==> config.mk <==
export PLATFORM = sky130hd
export DESIGN_NAME = traffic_lights_cmd_gen
export DESIGN_NICKNAME = d
export VERILOG_FILES = /design/src/rtl/traffic_lights_cmd_gen.sv
export SDC_FILE = /design/constraint.sdc
export NUM_CORES = 1
export LEC_CHECK = 0
export CORE_AREA = 2 2 122 124
export CTS_CLUSTER_SIZE = 14
export DETAILED_ROUTE_END_ITERATION = 6
export DIE_AREA = 0 0 124 126
export GPL_ROUTABILITY_DRIVEN = 0
export RECOVER_POWER = 25
export SYNTH_ARGS = -nofsm -noshare
export SYNTH_HDL_FRONTEND = slang
export SYNTH_SLANG_ARGS = --single-unit
==> constraint.sdc <==
create_clock -name clk_i -period 3.75 [get_ports clk_i]
set_input_delay 0.5625 -clock clk_i [delete_from_list [all_inputs] [get_ports clk_i]]
set_output_delay 0.5625 -clock clk_i [all_outputs]
set_load 0.05 [all_outputs]
==> src/rtl/traffic_lights_cmd_gen.sv <==
// Command initiator for the traffic-light controller.
// Accepts one high-level request (CONFIG / OFF / ON / HOLD) over a valid/ready
// handshake and expands it into an ordered train of single-cycle command
// pulses, separated by CMD_GAP_CYCLES idle cycles.
module traffic_lights_cmd_gen #(
   parameter int CMD_GAP_CYCLES = 2,
   parameter int DATA_W         = 16,
   parameter int CMD_W          = 3
) (
   input  logic              clk_i,
   input  logic              arst_n_i,
   input  logic              req_valid_i,
   output logic              req_ready_o,
   input  logic [1:0]        req_op_i,
   input  logic [DATA_W-1:0] req_green_i,
   input  logic [DATA_W-1:0] req_red_i,
   input  logic [DATA_W-1:0] req_yellow_i,
   output logic [CMD_W-1:0]  cmd_type_o,
   output logic              cmd_valid_o,
   output logic [DATA_W-1:0] cmd_data_o,
   output logic              busy_o
);

   // Gap counter is at least one bit wide even when no gap is configured.
   localparam int GAP_W = (CMD_GAP_CYCLES > 0) ? $clog2(CMD_GAP_CYCLES + 1) : 1;
   localparam logic [GAP_W-1:0] GAP_LAST = GAP_W'((CMD_GAP_CYCLES > 0) ? CMD_GAP_CYCLES - 1 : 0);

   localparam logic [1:0] OP_CONFIG = 2'd0;
   localparam logic [1:0] OP_OFF    = 2'd1;
   localparam logic [1:0] OP_ON     = 2'd2;
   localparam logic [1:0] OP_HOLD   = 2'd3;

   localparam logic [CMD_W-1:0] CMD_ON         = CMD_W'(0);
   localparam logic [CMD_W-1:0] CMD_OFF        = CMD_W'(1);
   localparam logic [CMD_W-1:0] CMD_NOTRANS    = CMD_W'(2);
   localparam logic [CMD_W-1:0] CMD_SET_GREEN  = CMD_W'(3);
   localparam logic [CMD_W-1:0] CMD_SET_RED    = CMD_W'(4);
   localparam logic [CMD_W-1:0] CMD_SET_YELLOW = CMD_W'(5);

   typedef enum logic [2:0] {
      S_IDLE,
      S_SEND_NT,
      S_SEND_G,
      S_SEND_R,
      S_SEND_Y,
      S_SEND_ON,
      S_SEND_OFF,
      S_GAP
   } state_t;

   state_t             state_q, state_d;
   state_t             target_q, target_d;
   state_t             succ;
   logic [GAP_W-1:0]   gap_cnt_q, gap_cnt_d;
   logic [1:0]         op_q;
   logic [DATA_W-1:0]  green_q, red_q, yellow_q;
   logic               cmd_valid_d;
   logic [CMD_W-1:0]   cmd_type_d;
   logic [DATA_W-1:0]  cmd_data_d;
   logic               accept;

   assign req_ready_o = (state_q == S_IDLE);
   assign busy_o      = ~req_ready_o;
   assign accept      = req_valid_i && req_ready_o;

   // State register, gap bookkeeping and registered command outputs.
   // NOTE: sequential state uses non-blocking assignments so every flop samples
   // pre-edge values regardless of statement order.
   always_ff @(posedge clk_i or negedge arst_n_i) begin
      if (!arst_n_i) begin
         state_q     <= S_IDLE;
         target_q    <= S_IDLE;
         gap_cnt_q   <= '0;
         cmd_valid_o <= 1'b0;
         cmd_type_o  <= '0;
         cmd_data_o  <= '0;
      end else begin
         state_q     <= state_d;
         target_q    <= target_d;
         gap_cnt_q   <= gap_cnt_d;
         cmd_valid_o <= cmd_valid_d;
         cmd_type_o  <= cmd_type_d;
         cmd_data_o  <= cmd_data_d;
      end
   end

   // Capture the request at acceptance; inputs are ignored afterwards.
   always_ff @(posedge clk_i or negedge arst_n_i) begin
      if (!arst_n_i) begin
         op_q     <= OP_CONFIG;
         green_q  <= '0;
         red_q    <= '0;
         yellow_q <= '0;
      end else if (accept) begin
         op_q     <= req_op_i;
         green_q  <= req_green_i;
         red_q    <= req_red_i;
         yellow_q <= req_yellow_i;
      end
   end

   // Next-state: pick the command following the current pulse, skipping
   // zero-valued SET_* fields, and route through GAP when spacing is needed.
   // NOTE: every signal assigned here gets a default first so no latch is inferred.
   always_comb begin
      state_d   = state_q;
      target_d  = target_q;
      gap_cnt_d = gap_cnt_q;
      succ      = S_IDLE;

      case (state_q)
         S_SEND_NT: begin
            if (op_q == OP_HOLD)     succ = S_IDLE;
            else if (green_q != '0)  succ = S_SEND_G;
            else if (red_q != '0)    succ = S_SEND_R;
            else if (yellow_q != '0) succ = S_SEND_Y;
            else                     succ = S_SEND_ON;
         end
         S_SEND_G: begin
            if (red_q != '0)         succ = S_SEND_R;
            else if (yellow_q != '0) succ = S_SEND_Y;
            else                     succ = S_SEND_ON;
         end
         S_SEND_R: begin
            if (yellow_q != '0)      succ = S_SEND_Y;
            else                     succ = S_SEND_ON;
         end
         S_SEND_Y:                   succ = S_SEND_ON;
         default:                    succ = S_IDLE;
      endcase

      case (state_q)
         S_IDLE: begin
            if (req_valid_i) begin
               case (req_op_i)
                  OP_OFF:  state_d = S_SEND_OFF;
                  OP_ON:   state_d = S_SEND_ON;
                  default: state_d = S_SEND_NT;
               endcase
            end
         end
         S_GAP: begin
            if (gap_cnt_q == GAP_LAST) state_d = target_q;
            else                       gap_cnt_d = gap_cnt_q + GAP_W'(1);
         end
         default: begin
            if (succ == S_IDLE || CMD_GAP_CYCLES == 0) begin
               state_d = succ;
            end else begin
               state_d   = S_GAP;
               target_d  = succ;
               gap_cnt_d = '0;
            end
         end
      endcase
   end

   // Output decode from the next state, so the pulse is flopped into the
   // same cycle the SEND_* state is occupied.
   always_comb begin
      cmd_valid_d = 1'b0;
      cmd_type_d  = '0;
      cmd_data_d  = '0;
      case (state_d)
         S_SEND_NT: begin
            cmd_valid_d = 1'b1;
            cmd_type_d  = CMD_NOTRANS;
         end
         S_SEND_G: begin
            cmd_valid_d = 1'b1;
            cmd_type_d  = CMD_SET_GREEN;
            cmd_data_d  = green_q;
         end
         S_SEND_R: begin
            cmd_valid_d = 1'b1;
            cmd_type_d  = CMD_SET_RED;
            cmd_data_d  = red_q;
         end
         S_SEND_Y: begin
            cmd_valid_d = 1'b1;
            cmd_type_d  = CMD_SET_YELLOW;
            cmd_data_d  = yellow_q;
         end
         S_SEND_ON: begin
            cmd_valid_d = 1'b1;
            cmd_type_d  = CMD_ON;
         end
         S_SEND_OFF: begin
            cmd_valid_d = 1'b1;
            cmd_type_d  = CMD_OFF;
         end
         default: ;
      endcase
   end

endmodule

==> results of run 1 <==
## worst max-delay path by stage
stage	endpoint	slack [ns]	cells after the start
floorplan	cmd_data_o[10]$_DFF_PN0_	1.28	10
global placement	cmd_valid_o$_DFF_PN0_	0.78	8
detailed placement	cmd_valid_o$_DFF_PN0_	0.70	8
CTS	cmd_type_o[2]$_DFF_PN0_	0.82	8
global route	cmd_type_o[2]$_DFF_PN0_	0.54	8
finish	cmd_type_o[2]$_DFF_PN0_	0.82	8
## routing by layer
metal	track usage, %	vias to the layer above
li1	-	1387
met1	16.4	1352
met2	20.1	77
met3	3.03	28
met4	7.01	0
met5	0	-
## cell type report
cell class                      count  area share (%)
Timing Repair Buffer               76            15.9
Multi-Input combinational cell    271            30.4
Clock buffer                       10            4.85
Sequential cell                    78            41.4
Inverter                            8           0.743
Clock inverter                      6            1.83
Tap cell                          184            4.88
## power by group through the flow
stage                     Sequential, mW  Clock (mW)  Combinational [mW]
after floorplan                     1.57           0                1.17
after global placement              1.56           0                1.62
after detailed placement            1.56           0                1.68
after CTS                           1.55       0.924                1.70
after global routing                1.60       0.963                1.88
final                               1.56       0.906                1.69
## logic make-up (layout without fill, tap and decap cells)
group / count (synthesis) / count (layout)
DFF: 78 / 78
muxes: 16 / 16
AOI/OAI and AO/OA: 40 / 40
adders and majority gates: 7 / 7
and+or+nand+nor: 208 / 208
buffers and inverters: 29 / 100
## per-stage QoR
step	hold WS (ns)	cells	worst slack, ns
2_1_floorplan	0.267	378	1.28
3_3_place_gp	0.473	617	0.777
3_5_place_dp	0.492	617	0.695
4_1_cts	0.422	633	0.818
5_1_grt	0.522	633	0.539
6_report	0.504	633	0.817
## registers in the layout, summed over array words and instances (netlist names)
register     count
cmd_valid_o      1
op_q             2
cmd_data_o      16
yellow_q        16
state_q          3
target_q         3
red_q           16
green_q         16
cmd_type_o       3
gap_cnt_q        2
## cells in the final DEF (no fill, tap or decap), drive strengths merged, types with 3 or more instances in the layout
cell           Yosys  routed
clkinv             1       4
o21ai              5       5
a22oi             16      16
nor2b              3       3
mux2i             16      16
nor4              14      14
inv                7       7
nand3              4       4
clkdlybuf4s50      0      73
o21a               3       3
dfrtp             78      78
ha                 7       7
nand2            168     168
a21oi              3       3
nor2               4       4
clkbuf            16      11
## worst max-delay path, cell delays in order, from the launching register on
cell      delay, ns
dfrtp_1        0.48
a21boi_0       0.27
o31ai_2        0.63
nand2_1        0.25
inv_1          0.13
ha_1           0.52
inv_1          0.14
nor4_1         0.31
o21a_1         0.14
==> metrics.txt, run 1 <==
Max IR drop VDD 0.365 mV; worst rel slew slack -24.5%; starting density of the core 24.7%; Int Pwr 2.46 mW; Root Buffer clkbuf_16; Mean Syn Cell Area 9.34 sq um; Chip Width 124 um; number of diodes 0; DRT iter0 DRCs 193; GRT overflow 0; Least-Margin Pin Slew 1.87 ns; # fillers 1454; Area contributors post-synth dfrtp_1 (55%), nand2_1 (18%), mux2i_1 (4.5%), a22oi_1 (3.4%), ha_1 (2.5%); first-pass GRT wire length 15400 um; synth warn 0; via count 2844; vias in the first global route 3008; depth of the most critical reg-to-reg path 8; CTS H-tree depth 3; Vert. Die Dim 126 um; Synth Instances 378; Post-DP Area 4410 sq um; fin area 4720 sq um; Reg-to-Reg Start state_q[0]$_DFF_PN0_; Slew Limit Fails 79; WL final 9460 um; distinct cell type count after synthesis 41; Synth Flop Type dfrtp_1; Comb pwr share 40.7%; post-CTS sizing 0; post-synthesis mux area share 4.54%; EDFF count, synth 0; DRC Markers 0; register area 1950 sq um; Yosys top cell by area dfrtp_1; Nets 504; WHS Endpoint green_q[10]$_DFFE_PN0P_; Leak Pwr 2.21 nW; share of layout cells above drive strength 1 6.01%; failing checks capacitance limit, slew limit; routed wl met3 470 um; CTS tree done; element type at the critical path start register; Crit. Startpoint state_q[0]$_DFF_PN0_; post-synthesis adder-cell area fraction 2.48%; final setup fails 0; Final Hold Fails 0; Seq pwr share 37.5%; Num CTS Buffers 9; Post-DP HPWL 7060 um; largest family of logic cells by synthesized area simple AND/OR/NAND/NOR gates; clock share of power 21.8%; CP required 4.02 ns; xor/xnor share of the synthesized area 0%; Synth Area in Compound Gates 8.47%; CTS max path bufs 2; ys async rst share 100%; Port Buffer Count 74; r2r setup slk 0.82 ns; HP Start green_q[10]$_DFFE_PN0P_; I/O pin cnt 75; Synth top cells by count nand2_1 (168), dfrtp_1 (78), a22oi_1 (16), clkbuf_1 (16), mux2i_1 (16); r2r endpoint cmd_type_o[2]$_DFF_PN0_; kind of end point of the critical path register; utilization after layout 33.0%; sequential area share after synthesis 55.3%; total of max-cap violations 1; mapped cell area 3530 sq um; clk slew on worst S/H paths 0.06 ns; Top Layer Used met4; Post-Synth Simple-Gate Area 25.0%; M1 WL 4120 um; status finished, violations left; area occupied by multi-input gates 1440 sq um; clk_lat worst skew 0.33 ns; drt wl/cell 14.9 um; post-route ant nets 0; Crit Path Category register to register; pin count of the biggest net entering global routing 79; Final Total Pwr 4.15 mW; Min-Delay Path Depth 2; CP Max Fanout 17; core area 14300 sq um; Post-Syn Nets 438; sw frac 40.8%; HP Class register to register; total track usage 12.9%; vias per cell 4.49; PD cells 881 nW/um^2; fin crit share 78.2%; #FFs+latches synth 78; setup TNS 0 ns; CTS Hold Bufs 0; clk sinks 78; Post-CTS Setup Inserts 0; post-synth top area share 55.3%; DR WL met2 4510 um; final clock skew 0.00566 ns; Worst EP arrival 3.21 ns; top-count cell post-synth nand2_1; Tmin final 2.93 ns; Row Count 44; Area Growth Syn to Fin 33.7%; fmax 341 MHz; P_sw 1.69 mW; RSZ-0062 raised after global routing false; initial antenna violation count 0; drt first pass iters 4; Die ar. 15600 sq um
No activity file was read; power rests on OpenSTA's default activity.
==> inputs of run 2 (changes only) <==
Clock period 3.75 ns to 2.7 ns, I/O delays scaled along.
==> metrics.txt, run 2 (synthesized netlist as in run 1, its figures left out) <==
status finished, violations left (unchanged); slowest CP cell clkdlybuf4s50_1 (was o31ai_2); Crit. Startpoint state_q[1]$_DFF_PN0_ (was state_q[0]$_DFF_PN0_); PD cells 1200 nW/um^2 (was 881 nW/um^2); RSZ-0062 raised after global routing false (unchanged); Seq pwr share 37.7% (was 37.5%); I/O pin cnt 75 (unchanged); worst rel slew slack -27.5% (was -24.5%); CTS H-tree depth 3 (unchanged); Worst EP arrival 2.07 ns (was 3.21 ns); Row Count 44 (unchanged); drt first pass iters 4 (unchanged); Post-CTS Setup Inserts 0 (unchanged); failing checks capacitance limit, slew limit (unchanged); starting density of the core 24.7% (unchanged); Leak Pwr 2.20 nW (was 2.21 nW); Final Hold Fails 0 (unchanged); drt wl/cell 14.9 um (about the same); kind of end point of the critical path output pin (was register); DRT iter0 DRCs 191 (was 193); M1 GR Usage 16.9% (was 16.4%); commonest non-fill, non-tap cell in the layout nand2_1 (unchanged); vias in the first global route 3010 (was 3008); sw frac 41.3% (was 40.8%); Reg-to-Reg Start state_q[0]$_DFF_PN0_ (unchanged); clk slew on worst S/H paths 0.06 ns (about the same); Port Buffer Count 74 (unchanged); Die ar. 15600 sq um (unchanged); element type at the critical path start register (unchanged); r2r endpoint cmd_data_o[7]$_DFF_PN0_ (was cmd_type_o[2]$_DFF_PN0_); Max stage delay on crit path 0.79 ns (was 0.63 ns); vias per cell 4.51 (was 4.49); first-pass GRT wire length 15300 um (was 15400 um); Slew Limit Fails 79 (unchanged); M3 GR Usage 2.31% (was 3.03%); CTS tree done (unchanged); clk sinks 78 (unchanged); WL final 9490 um (was 9460 um); CTS max path bufs 2 (unchanged); fmax 405 MHz; Crit Path Category register to output pin (was register to register); Num CTS Buffers 9 (unchanged); post-route ant nets 0 (unchanged); met2 usage 20.8% (was 20.1%); total track usage 12.8% (was 12.9%); Max IR drop VDD 0.432 mV (was 0.365 mV); post-CTS sizing 0 (unchanged); Vert. Die Dim 126 um (unchanged); depth of the most critical reg-to-reg path 6 (was 8); Tmin final 2.47 ns; final clock skew 0.00887 ns (was 0.00566 ns); Chip Width 124 um (unchanged); Area Growth Syn to Fin 33.0% (was 33.7%); number of diodes 0 (unchanged); Least-Margin Pin Slew 1.91 ns (was 1.87 ns); utilization after layout 32.8% (was 33.0%); clock share of power 18.5% (was 21.8%); CP required 2.30 ns (was 4.02 ns); r2r setup slk 0.27 ns (was 0.82 ns); CTS Hold Bufs 0 (unchanged); Most Crowded Layer GR met2 (unchanged); share of layout cells above drive strength 1 5.97% (was 6.01%); pin count of the biggest net entering global routing 79 (unchanged); total of max-cap violations 1 (unchanged); setup TNS 0 ns (unchanged); Post-DP HPWL 7030 um (was 7060 um); final setup fails 0 (unchanged); core area 14300 sq um (unchanged); P_sw 2.33 mW (was 1.69 mW); Comb pwr share 43.8% (was 40.7%); fin crit share 91.5%; CP Max Fanout 8 (was 17); clk_lat worst skew 0.33 ns (about the same); Root Buffer clkbuf_16 (unchanged); via count 2866 (was 2844); initial antenna violation count 0 (unchanged); GRT overflow 0 (unchanged); Int Pwr 3.32 mW (was 2.46 mW); worst path cell trace buf_4 -> nor2_1 -> nand2_1 -> inv_1 -> clkdlybuf4s50_1 (was a21boi_0 -> o31ai_2 -> nand2_1 -> inv_1 -> ha_1 -> inv_1 -> nor4_1 -> o21a_1); most frequent cells in the layout nand2_1 (168), dfrtp_1 (78), clkdlybuf4s50_1 (73) (unchanged); DRC Markers 0 (unchanged); Nets 508 (was 504); worst setup path endpoint req_ready_o (was cmd_type_o[2]$_DFF_PN0_); HP Class register to register (unchanged)
==> run 2: changes by cell type in the layout (fill, tap and decap cells not counted), sizes merged <==
cell and delta:
clkinv -1, buf +4, clkinvlp -1, bufinv -2, clkbuf +3
==> run 2: critical path: cells and delay by family (launching register included) <==
| kind | cells | cell delay [ns] |
|---|---|---|
| buffers and inverters | 3 | 1.03 |
| flip-flops | 1 | 0.40 |
| AND/OR/NAND/NOR | 2 | 0.32 |
==> run 2: per-layer routing <==
metal,routed length (um),share of wire (%),vias up
li1,-,-,1394
met1,4290,45,1368
met2,4610,49,92
met3,446,4.7,12
met4,144,1.5,0
met5,0,0,-
==> run 2: worst min path at each step <==
stage / startpoint / slack (ns) / endpoint / cells after the start
2_1_floorplan: arst_n_i / 0.11 / cmd_data_o[0]$_DFF_PN0_ / 0
3_3_place_gp: target_q[1]$_DFFE_PN0P_ / 0.47 / target_q[1]$_DFFE_PN0P_ / 2
3_5_place_dp: target_q[1]$_DFFE_PN0P_ / 0.48 / target_q[1]$_DFFE_PN0P_ / 2
4_1_cts: arst_n_i / 0.28 / green_q[5]$_DFFE_PN0P_ / 1
5_1_grt: target_q[1]$_DFFE_PN0P_ / 0.52 / target_q[1]$_DFFE_PN0P_ / 2
6_report: target_q[1]$_DFFE_PN0P_ / 0.48 / target_q[1]$_DFFE_PN0P_ / 2
==> run 2: layout make-up <==
cell class / count / area (sq um)
Clock inverter: 2 / 10.0
Clock buffer: 13 / 240
Tap cell: 184 / 230
Sequential cell: 78 / 1950
Multi-Input combinational cell: 271 / 1440
Fill cell: 1476 / 9620
Inverter: 8 / 35.0
Timing Repair Buffer: 80 / 793
==> run 2: power by group through the flow <==
stage	Combinational, mW	Clock, mW	Sequential [mW]
finish	2.47	1.04	2.13
global placement	2.37	0	2.16
CTS	2.48	1.07	2.13
floorplan	1.63	0	2.18
global route	2.73	1.11	2.20
detailed placement	2.46	0	2.15
==> run 2: through the flow <==
step / cells / setup WS [ns] / hold slack [ns] / total power [mW] / cell area (sq um)
4_1_cts: 636 / 0.218 / 0.281 / 5.68 / 4700
6_report: 636 / 0.230 / 0.484 / 5.65 / 4700
3_3_place_gp: 621 / 0.0565 / 0.471 / 4.53 / 4450
5_1_grt: 636 / 0.0799 / 0.517 / 6.04 / 4700
2_1_floorplan: 378 / 0.232 / 0.109 / 3.81 / 3530
3_5_place_dp: 621 / 0.0225 / 0.475 / 4.61 / 4450
==> inputs of run 3 (changes only) <==
Settings changed: RECOVER_POWER 25 to 50.
==> metrics.txt, run 3 (synthesized netlist as in run 1, its figures left out) <==
slowest CP cell clkdlybuf4s50_1 (unchanged); clk sinks 78 (unchanged); Tmin final 2.47 ns (about the same); status finished, violations left (unchanged); Area Growth Syn to Fin 32.9% (was 33.0%); Num CTS Buffers 9 (unchanged); failing checks capacitance limit, slew limit (unchanged); first-pass GRT wire length 15300 um (unchanged); DRC Markers 0 (unchanged); share of layout cells above drive strength 1 5.75% (was 5.97%); drt wl/cell 14.9 um (about the same); Least-Margin Pin Slew 1.91 ns (about the same); Chip Width 124 um (unchanged); worst path cell trace buf_4 -> nor2_1 -> nand2_1 -> inv_1 -> clkdlybuf4s50_1 (unchanged); GRT overflow 0 (unchanged); element type at the critical path start register (unchanged); core area 14300 sq um (unchanged); Final Total Pwr 5.64 mW (was 5.65 mW); most frequent cells in the layout nand2_1 (168), dfrtp_1 (78), clkdlybuf4s50_1 (73) (unchanged); setup ws final 0.234 ns (was 0.230 ns); Leak Pwr 2.20 nW (about the same); post-CTS sizing 0 (unchanged); Slew Limit Fails 79 (unchanged); HP Class register to register (unchanged); Max stage delay on crit path 0.79 ns (about the same); clk_lat worst skew 0.33 ns (about the same); total of max-cap violations 1 (unchanged); Max IR drop VDD 0.431 mV (was 0.432 mV); Post-DP HPWL 7030 um (unchanged); starting density of the core 24.7% (unchanged); Worst EP arrival 2.06 ns (was 2.07 ns); # fillers 1476 (unchanged); CTS tree done (unchanged); CP required 2.30 ns (about the same); Final Hold Fails 0 (unchanged); CTS Hold Bufs 0 (unchanged); setup TNS 0 ns (unchanged); drt first pass iters 4 (unchanged); kind of end point of the critical path output pin (unchanged); PD cells 1200 nW/um^2 (about the same); vias in the first global route 3010 (unchanged); Post-CTS Setup Inserts 0 (unchanged); clk slew on worst S/H paths 0.06 ns (about the same); RSZ-0062 raised after global routing false (unchanged); commonest non-fill, non-tap cell in the layout nand2_1 (unchanged); Port Buffer Count 74 (unchanged); via count 2851 (was 2866); pre-CTS WS 0.0225 ns (unchanged); Root Buffer clkbuf_16 (unchanged); number of diodes 0 (unchanged); CTS H-tree depth 3 (unchanged); Die ar. 15600 sq um (unchanged); WL final 9470 um (was 9490 um); initial antenna violation count 0 (unchanged); Nets 508 (unchanged); worst rel slew slack -27.6% (was -27.5%); DRT iter0 DRCs 191 (unchanged); CP Max Fanout 8 (unchanged); final setup fails 0 (unchanged); CTS max path bufs 2 (unchanged); Vert. Die Dim 126 um (unchanged); pin count of the biggest net entering global routing 79 (unchanged); I/O pin cnt 75 (unchanged); vias per cell 4.48 (was 4.51); Row Count 44 (unchanged); fmax 406 MHz (was 405 MHz); total track usage 12.8% (unchanged); Crit Path Category register to output pin (unchanged); final clock skew 0.00860 ns (was 0.00887 ns); post-route ant nets 0 (unchanged); fin crit share 91.3% (was 91.5%)
[run 3: worst paths after layout]
| kind | start | to | slack [ns] | cells past startpoint |
|---|---|---|---|---|
| setup / recovery | state_q[1]$_DFF_PN0_ | req_ready_o | 0.23 | 5 |
| hold / removal | target_q[1]$_DFFE_PN0P_ | target_q[1]$_DFFE_PN0P_ | 0.49 | 2 |
| max in group asynchronous | arst_n_i | green_q[8]$_DFFE_PN0P_ | 0.96 | 1 |
| hold reg to reg | target_q[1]$_DFFE_PN0P_ | target_q[1]$_DFFE_PN0P_ | 0.49 | 2 |
| setup reg to reg | state_q[0]$_DFF_PN0_ | cmd_data_o[7]$_DFF_PN0_ | 0.28 | 6 |
| min in group asynchronous | arst_n_i | red_q[5]$_DFFE_PN0P_ | 0.62 | 1 |
[run 3: worst max-delay path, delay by kind of cell, from the launching register on]
family	cells	cell delay (ns)
and+or+nand+nor	2	0.32
DFF	1	0.39
buffers and inverters	3	1.02
[run 3: power by group]
group	leakage, nW	switching, mW	internal [mW]
clock network	0.123	0.430	0.615
registers	0.987	0.454	1.68
logic	1.09	1.45	1.02
[run 3: layout make-up]
| cell class | count | area [sq um] | area share (%) |
|---|---|---|---|
| clock inverter | 2 | 10.0 | 0.213 |
| multi-input combinational | 271 | 1430 | 30.5 |
| tap | 184 | 230 | 4.91 |
| inverter | 8 | 35.0 | 0.747 |
| sequential | 78 | 1950 | 41.6 |
| timing repair buffer | 80 | 793 | 16.9 |
| clock buffer | 13 | 240 | 5.12 |
[run 3: routing by layer]
layer / vias up / wire, um / track usage (%) / part of all wire [%]
li1: 1395 / - / - / -
met1: 1360 / 4320 / 16.9 / 46
met2: 84 / 4570 / 20.8 / 48
met3: 12 / 439 / 2.31 / 4.6
met4: 0 / 144 / 4.89 / 1.5
met5: - / 0 / 0 / 0
[run 3: metrics by stage]
stage / hold WS [ns] / utilization, % / std cells / instance area, sq um
after floorplan: 0.109 / - / 378 / 3530
after global placement: 0.471 / 31.1 / 621 / 4450
after detailed placement: 0.475 / 31.1 / 621 / 4450
after CTS: 0.281 / 32.8 / 636 / 4700
after global routing: 0.517 / 32.8 / 636 / 4690
final: 0.485 / 32.8 / 636 / 4690
